File: src/rtl/wbarb_pkg.sv
// Shared types and constants for the regfile write-port arbiter.
// Edit STARVE_MAX / NREGS here to retune the whole slice.
package wbarb_pkg;

    localparam int STARVE_MAX = 4;
    localparam int NREGS      = 32;
    localparam int STARVE_W   = $clog2(STARVE_MAX + 1);

    typedef enum logic [1:0] {
        IDLE,
        WAIT,
        FORCE
    } arb_state_e;

    typedef logic [4:0] reg_idx_t;

endpackage

File: src/rtl/rf_scoreboard.sv
// Pending-result scoreboard: one bit per register awaiting an MDU write,
// looked up combinationally for decode RAW/WAW hazards.
module rf_scoreboard
    import wbarb_pkg::*;
(
    input  logic     clk,
    input  logic     rst,
    input  logic     set_en,
    input  reg_idx_t set_idx,
    input  logic     clr_en,
    input  reg_idx_t clr_idx,
    input  reg_idx_t rs1,
    input  reg_idx_t rs2,
    input  reg_idx_t rd,
    output logic     hazard
);

    logic [NREGS-1:0] pending;

    // A new long op to the same register outranks the result retiring this cycle.
    always_ff @(posedge clk) begin
        if (rst) begin
            pending <= '0;
        end else begin
            for (int i = 1; i < NREGS; i++) begin
                if (set_en && set_idx == reg_idx_t'(i)) begin
                    pending[i] <= 1'b1;
                end else if (clr_en && clr_idx == reg_idx_t'(i)) begin
                    pending[i] <= 1'b0;
                end
            end
            pending[0] <= 1'b0;
        end
    end

    assign hazard = pending[rs1] | pending[rs2] | pending[rd];

endmodule

File: src/rtl/regfile_wb_arbiter.sv
// Arbitrates the single regfile write port between WB and the MDU, with a
// starvation guard. Define WBARB_PERF_EN to add saturating perf_* counters.
module regfile_wb_arbiter
    import wbarb_pkg::*;
(
    input  logic        clk,
    input  logic        rst,
    input  logic        wb_valid,
    input  reg_idx_t    wb_rd,
    input  logic [31:0] wb_data,
    output logic        wb_hold,
    input  logic        mdu_valid,
    input  reg_idx_t    mdu_rd,
    input  logic [31:0] mdu_data,
    output logic        mdu_ready,
    input  logic        issue_valid,
    input  logic        issue_long,
    input  reg_idx_t    issue_rd,
    input  reg_idx_t    dec_rs1,
    input  reg_idx_t    dec_rs2,
    input  reg_idx_t    dec_rd,
    output logic        dec_stall,
    output logic        rf_load,
    output reg_idx_t    rf_dest,
    output logic [31:0] rf_in
`ifdef WBARB_PERF_EN
    ,
    output logic [31:0] perf_wb_grants,
    output logic [31:0] perf_mdu_grants,
    output logic [31:0] perf_force_events,
    output logic [31:0] perf_stall_cycles
`endif
);

    arb_state_e          state;
    logic [STARVE_W-1:0] starve_cnt;
    logic                force_mode;
    logic                wb_grant;
    logic                mdu_grant;
    logic                sb_hazard;

    // Grants are gated by rst so nothing reaches the regfile in a reset cycle.
    assign force_mode = (state == FORCE);
    assign wb_grant   = !rst && wb_valid && !force_mode;
    assign mdu_grant  = !rst && mdu_valid && (!wb_valid || force_mode);
    assign mdu_ready  = mdu_grant;
    assign wb_hold    = !rst && force_mode;
    assign dec_stall  = !rst && sb_hazard;

    always_comb begin
        rf_load = 1'b0;
        rf_dest = '0;
        rf_in   = '0;
        if (mdu_grant) begin
            rf_load = (mdu_rd != '0);
            rf_dest = mdu_rd;
            rf_in   = mdu_data;
        end else if (wb_grant) begin
            rf_load = (wb_rd != '0);
            rf_dest = wb_rd;
            rf_in   = wb_data;
        end
    end

    // starve_cnt counts consecutive cycles the MDU lost to WB.
    always_ff @(posedge clk) begin
        if (rst) begin
            state      <= IDLE;
            starve_cnt <= '0;
        end else begin
            case (state)
                IDLE: begin
                    if (mdu_valid && !mdu_grant) begin
                        starve_cnt <= STARVE_W'(1);
                        state      <= (STARVE_MAX <= 1) ? FORCE : WAIT;
                    end
                end
                WAIT: begin
                    if (!mdu_valid || mdu_grant) begin
                        state      <= IDLE;
                        starve_cnt <= '0;
                    end else begin
                        starve_cnt <= starve_cnt + 1'b1;
                        if (starve_cnt == STARVE_W'(STARVE_MAX - 1)) begin
                            state <= FORCE;
                        end
                    end
                end
                FORCE: begin
                    state      <= IDLE;
                    starve_cnt <= '0;
                end
                default: begin
                    state      <= IDLE;
                    starve_cnt <= '0;
                end
            endcase
        end
    end

    wait_keeps_mdu_valid: assert property (
        @(posedge clk) disable iff (rst) (state == WAIT) |-> mdu_valid
    );

    rf_scoreboard u_scoreboard (
        .clk     (clk),
        .rst     (rst),
        .set_en  (issue_valid && issue_long && issue_rd != '0),
        .set_idx (issue_rd),
        .clr_en  (mdu_grant),
        .clr_idx (mdu_rd),
        .rs1     (dec_rs1),
        .rs2     (dec_rs2),
        .rd      (dec_rd),
        .hazard  (sb_hazard)
    );

`ifdef WBARB_PERF_EN
    always_ff @(posedge clk) begin
        if (rst) begin
            perf_wb_grants    <= '0;
            perf_mdu_grants   <= '0;
            perf_force_events <= '0;
            perf_stall_cycles <= '0;
        end else begin
            if (wb_grant && perf_wb_grants != '1)
                perf_wb_grants <= perf_wb_grants + 1'b1;
            if (mdu_grant && perf_mdu_grants != '1)
                perf_mdu_grants <= perf_mdu_grants + 1'b1;
            if (force_mode && perf_force_events != '1)
                perf_force_events <= perf_force_events + 1'b1;
            if (dec_stall && perf_stall_cycles != '1)
                perf_stall_cycles <= perf_stall_cycles + 1'b1;
        end
    end
`endif

endmodule

File: config.mk
export PLATFORM = sky130hd
export DESIGN_NAME = regfile_wb_arbiter
export DESIGN_NICKNAME = d
export VERILOG_FILES = /design/src/rtl/wbarb_pkg.sv /design/src/rtl/rf_scoreboard.sv /design/src/rtl/regfile_wb_arbiter.sv
export SDC_FILE = /design/constraint.sdc
export NUM_CORES = 1
export LEC_CHECK = 0
export CAP_MARGIN = 30
export CORE_UTILIZATION = 45
export CTS_BUF_LIST = sky130_fd_sc_hd__clkbuf_4 sky130_fd_sc_hd__clkbuf_8
export DETAILED_ROUTE_END_ITERATION = 10
export PLACE_DENSITY = 0.94
export SLEW_MARGIN = 40
export SYNTH_ARGS = -nofsm -noshare
export SYNTH_HDL_FRONTEND = slang
export SYNTH_SLANG_ARGS = --single-unit
export TNS_END_PERCENT = 20
File: constraint.sdc
create_clock -name clk -period 2.9 [get_ports clk]
set_input_delay 0.29 -clock clk [delete_from_list [all_inputs] [get_ports clk]]
set_output_delay 0.29 -clock clk [all_outputs]
set_load 0.01 [all_outputs]
==> results of run 1 <==
==> layout make-up <==
cell class              count  share of cell area (%)
clock buffers               5                    1.51
flip-flops and latches     36                    15.8
multi-input cells         264                    43.2
inverters                   7                   0.577
clock inverters             3                    1.98
well taps                  75                    2.06
repair buffers            159                    34.9
==> registers in the layout (all words and copies together), names as in the netlist <==
| signal | count |
|---|---|
| u_scoreboard.pending | 31 |
| starve_cnt | 3 |
| state | 2 |
==> timing repair <==
item | in CTS | in global routing
buffers inserted | 0 | 0
resized for setup | 0 | 4
hold buffers | 0 | 0
endpoints found under the setup margin | 0 | 1
==> worst paths after layout <==
| check | startpoint | endpoint | depth (start not counted) |
|---|---|---|---|
| worst max register to register | state[0] | u_scoreboard.pending[30] | 8 |
| worst max-delay path | state[0] | rf_dest[0] | 6 |
| worst min register to register | u_scoreboard.pending[18] | u_scoreboard.pending[18] | 2 |
| worst min-delay path | u_scoreboard.pending[18] | u_scoreboard.pending[18] | 2 |
==> cell usage in the layout (no fill, tap or decap), drive strengths merged, types with 2 or more instances in the layout <==
| cell | n |
|---|---|
| and3b | 2 |
| nand2b | 10 |
| inv | 7 |
| nand4b | 2 |
| nand3 | 4 |
| nor2 | 11 |
| a2111oi | 3 |
| a211oi | 2 |
| mux2 | 5 |
| nor2b | 6 |
| buf | 19 |
| nor3b | 3 |
| nand2 | 44 |
| nand4 | 3 |
| mux4 | 14 |
| a22o | 37 |
| dlymetal6s2s | 3 |
| or2 | 2 |
| a21oi | 36 |
| a22oi | 4 |
| clkdlybuf4s50 | 137 |
| nor3 | 6 |
| o41ai | 15 |
| dfxtp | 36 |
| nor4 | 2 |
| ha | 2 |
| a31oi | 2 |
| clkbuf | 5 |
| a221oi | 3 |
| nand3b | 4 |
| bufinv | 3 |
| o21ai | 19 |
| mux2i | 14 |
==> per-layer routing <==
layer | routed length, µm | vias to the layer above | track usage [%]
met5 | 0 | - | 0
met4 | 182 | 0 | 9.64
met3 | 1070 | 25 | 4.44
met2 | 5610 | 241 | 55.0
met1 | 4260 | 1643 | 41.6
li1 | - | 1590 | -
==> critical path: stages, from the launching register on <==
cell,delay (ps)
sky130_fd_sc_hd__dfxtp_1,430
sky130_fd_sc_hd__nand2b_1,170
sky130_fd_sc_hd__nand2_1,100
sky130_fd_sc_hd__nor2_2,440
sky130_fd_sc_hd__buf_4,250
sky130_fd_sc_hd__a22o_1,160
sky130_fd_sc_hd__clkdlybuf4s50_1,550
==> per-stage QoR <==
stage / hold slack (ps) / power [mW] / worst slack, ps / area [µm²]
after CTS: 511 / 1.54 / 3.51 / 4540
after global routing: 539 / 1.59 / 73.3 / 4560
after detailed placement: 501 / 0.937 / 9.98 / 4380
after floorplan: 457 / 0.673 / 1100 / 2840
final: 517 / 1.55 / 217 / 4560
after global placement: 485 / 0.926 / 48.5 / 4380
==> cell families (layout without fill, tap and decap cells) <==
family                     after synthesis  after routing  share of synthesized area, %
DFF                                     36             36                          25.4
muxes                                   33             33                          18.7
and+or+nand+nor                        105            105                          18.8
AOI/OAI and AO/OA                      124            124                          30.5
adders and majority gates                2              2                         0.881
buffers and inverters                   32            174                          5.72
==> power by group through the flow <==
stage                     clock [mW]  combinational (mW)  sequential (mW)
after CTS                      0.613               0.424            0.504
final                          0.617               0.428            0.505
after floorplan                    0               0.160            0.513
after global placement             0               0.411            0.515
after global routing           0.637               0.451            0.505
after detailed placement           0               0.421            0.516
==> impl_metrics.ini, run 1 <==
[detailed_routing]
detail_route.wl_per_cell_um = 20.3
via_count = 3499
route.detailed.vias_per_inst = 6.37
antenna_violating_nets_post_route = 0
detailedRoute.firstIterationViolations = 286
routed_wirelength_um = 11100
post-route-drc-count = 0
detailedRoute.firstPassIterationCount = 5

[outcome]
status = complete, no violations

[sta]
timing.final.crit_period_ps = 2680
clock_skew_after_layout_ps = 8.41
slew_headroom_pct = 56.9
rsz0062_at_grt = no
timing_max_transition_violations_final = 0
setup_viol = 0
finalCritPeriodShare_pct = 92.5
finalHoldViolCount = 0
maxClockFrequency_mhz = 373
timing.setup.tns_ps = 0
worst-slew-pin-transition_ps = 644

[critical_path]
worst-endpoint-arrival_ps = 2390
worst-path-max-fanout = 12
crit_path_launch_type = flip-flop
r2r_slack_ps = 1040
worstSetupPathType = reg -> out
end_kind = output port
cp.required_ps = 2610

[global_routing]
global_route.overflow_total = 0
grt_usage_pct = 32.1
number_of_global_route_vias_before_repair = 3308
grt_max_degree = 29
wire_length_of_the_first_global_routing_pass_um = 16200
initial_antenna_violation_count = 0

[synthesis]
synth-seq-area-share_pct = 25.4
synth_fp_nets = 434
post_synth.cell_area_avg_um2 = 8.56
synth.yosys.warnings = 0
synthFlopType = sky130_fd_sc_hd__dfxtp_1
area_share_of_the_largest_cell_type_after_synthesis_pct = 25.4
synth_area_mm2 = 0.00284
synth.most_common_cell = sky130_fd_sc_hd__nand2_1
synthTopCellsByArea = sky130_fd_sc_hd__dfxtp_1 (25%), sky130_fd_sc_hd__a22o_1 (11%), sky130_fd_sc_hd__mux4_2 (7.1%), sky130_fd_sc_hd__a21oi_1 (6.3%), sky130_fd_sc_hd__nand2_1 (5.8%)
netlist-cell-type-count = 44
cell_types_with_the_highest_counts_after_synthesis = sky130_fd_sc_hd__nand2_1 (44), sky130_fd_sc_hd__a22o_1 (37), sky130_fd_sc_hd__a21oi_1 (36), sky130_fd_sc_hd__dfxtp_1 (36), sky130_fd_sc_hd__o21ai_0 (19)
synthCells = 332
yosys_register_bits = 36
postSynth.asyncResetShare_pct = 0
number_of_enable_flip_flop_cells_after_synthesis = 0
yosysTopAreaCell = sky130_fd_sc_hd__dfxtp_1

[clock_network]
clkTransAtPathRegs_ps = 80
tritoncts_clock_tree = done
clock_tree.buffer_depth = 2
clockRootBuffer = sky130_fd_sc_hd__clkbuf_8
cts_num_sinks = 36
worst_skew_pair.late_latency_ps = 300
cts_made_buffers = 5
htree_levels = 2

[min_path]
min-delay-path-class = reg -> reg

[place]
dp_hpwl_um = 8680
numPortBuffers = 140
globalplace.congestion = 0.997
total_instance_count_after_detailed_placement = 541

[cells_and_area]
final_cell_count_no_fill = 549
utilization_pct = 76.0
multi_input_comb_area_mm2 = 0.00197
antenna-diode-count = 0
final_nets = 575
fill_cell_count = 403
share_of_post_route_cells_with_drive_strength_above_1_pct = 9.70
flow.area_growth_from_synthesis_pct = 60.3
register_area_um2 = 721

[floorplan]
die_area_mm2 = 0.00664
floorplan.initialDensity_pct = 47.4
core_area_mm2 = 0.00599
boundaryPins = 141
core.rowCount = 28
floorplan.die.width_um = 81.5
die_h_um = 81.5

[power]
seq_power_share_pct = 32.6
powerDensity_mw_per_mm2 = 340
p_sw_mw = 0.368
cellInternalPower_mw = 1.18
power.switching_fraction_pct = 23.7
power_frac_comb_pct = 27.6
ir_worst_vdd_v = 0.000392
relative_contribution_of_the_clock_network_to_total_power_pct = 39.8
power_leakage_nw = 1.68

[run]
maxCapViolCount = 0
Power figures use the tool's default switching activity.
==> run 2: changes to the inputs <==
ABC_CLOCK_PERIOD_IN_PS = 2900   (was default)
==> results of run 2 <==
No change in the layout: final DEF, timing and power equal those of run 1.
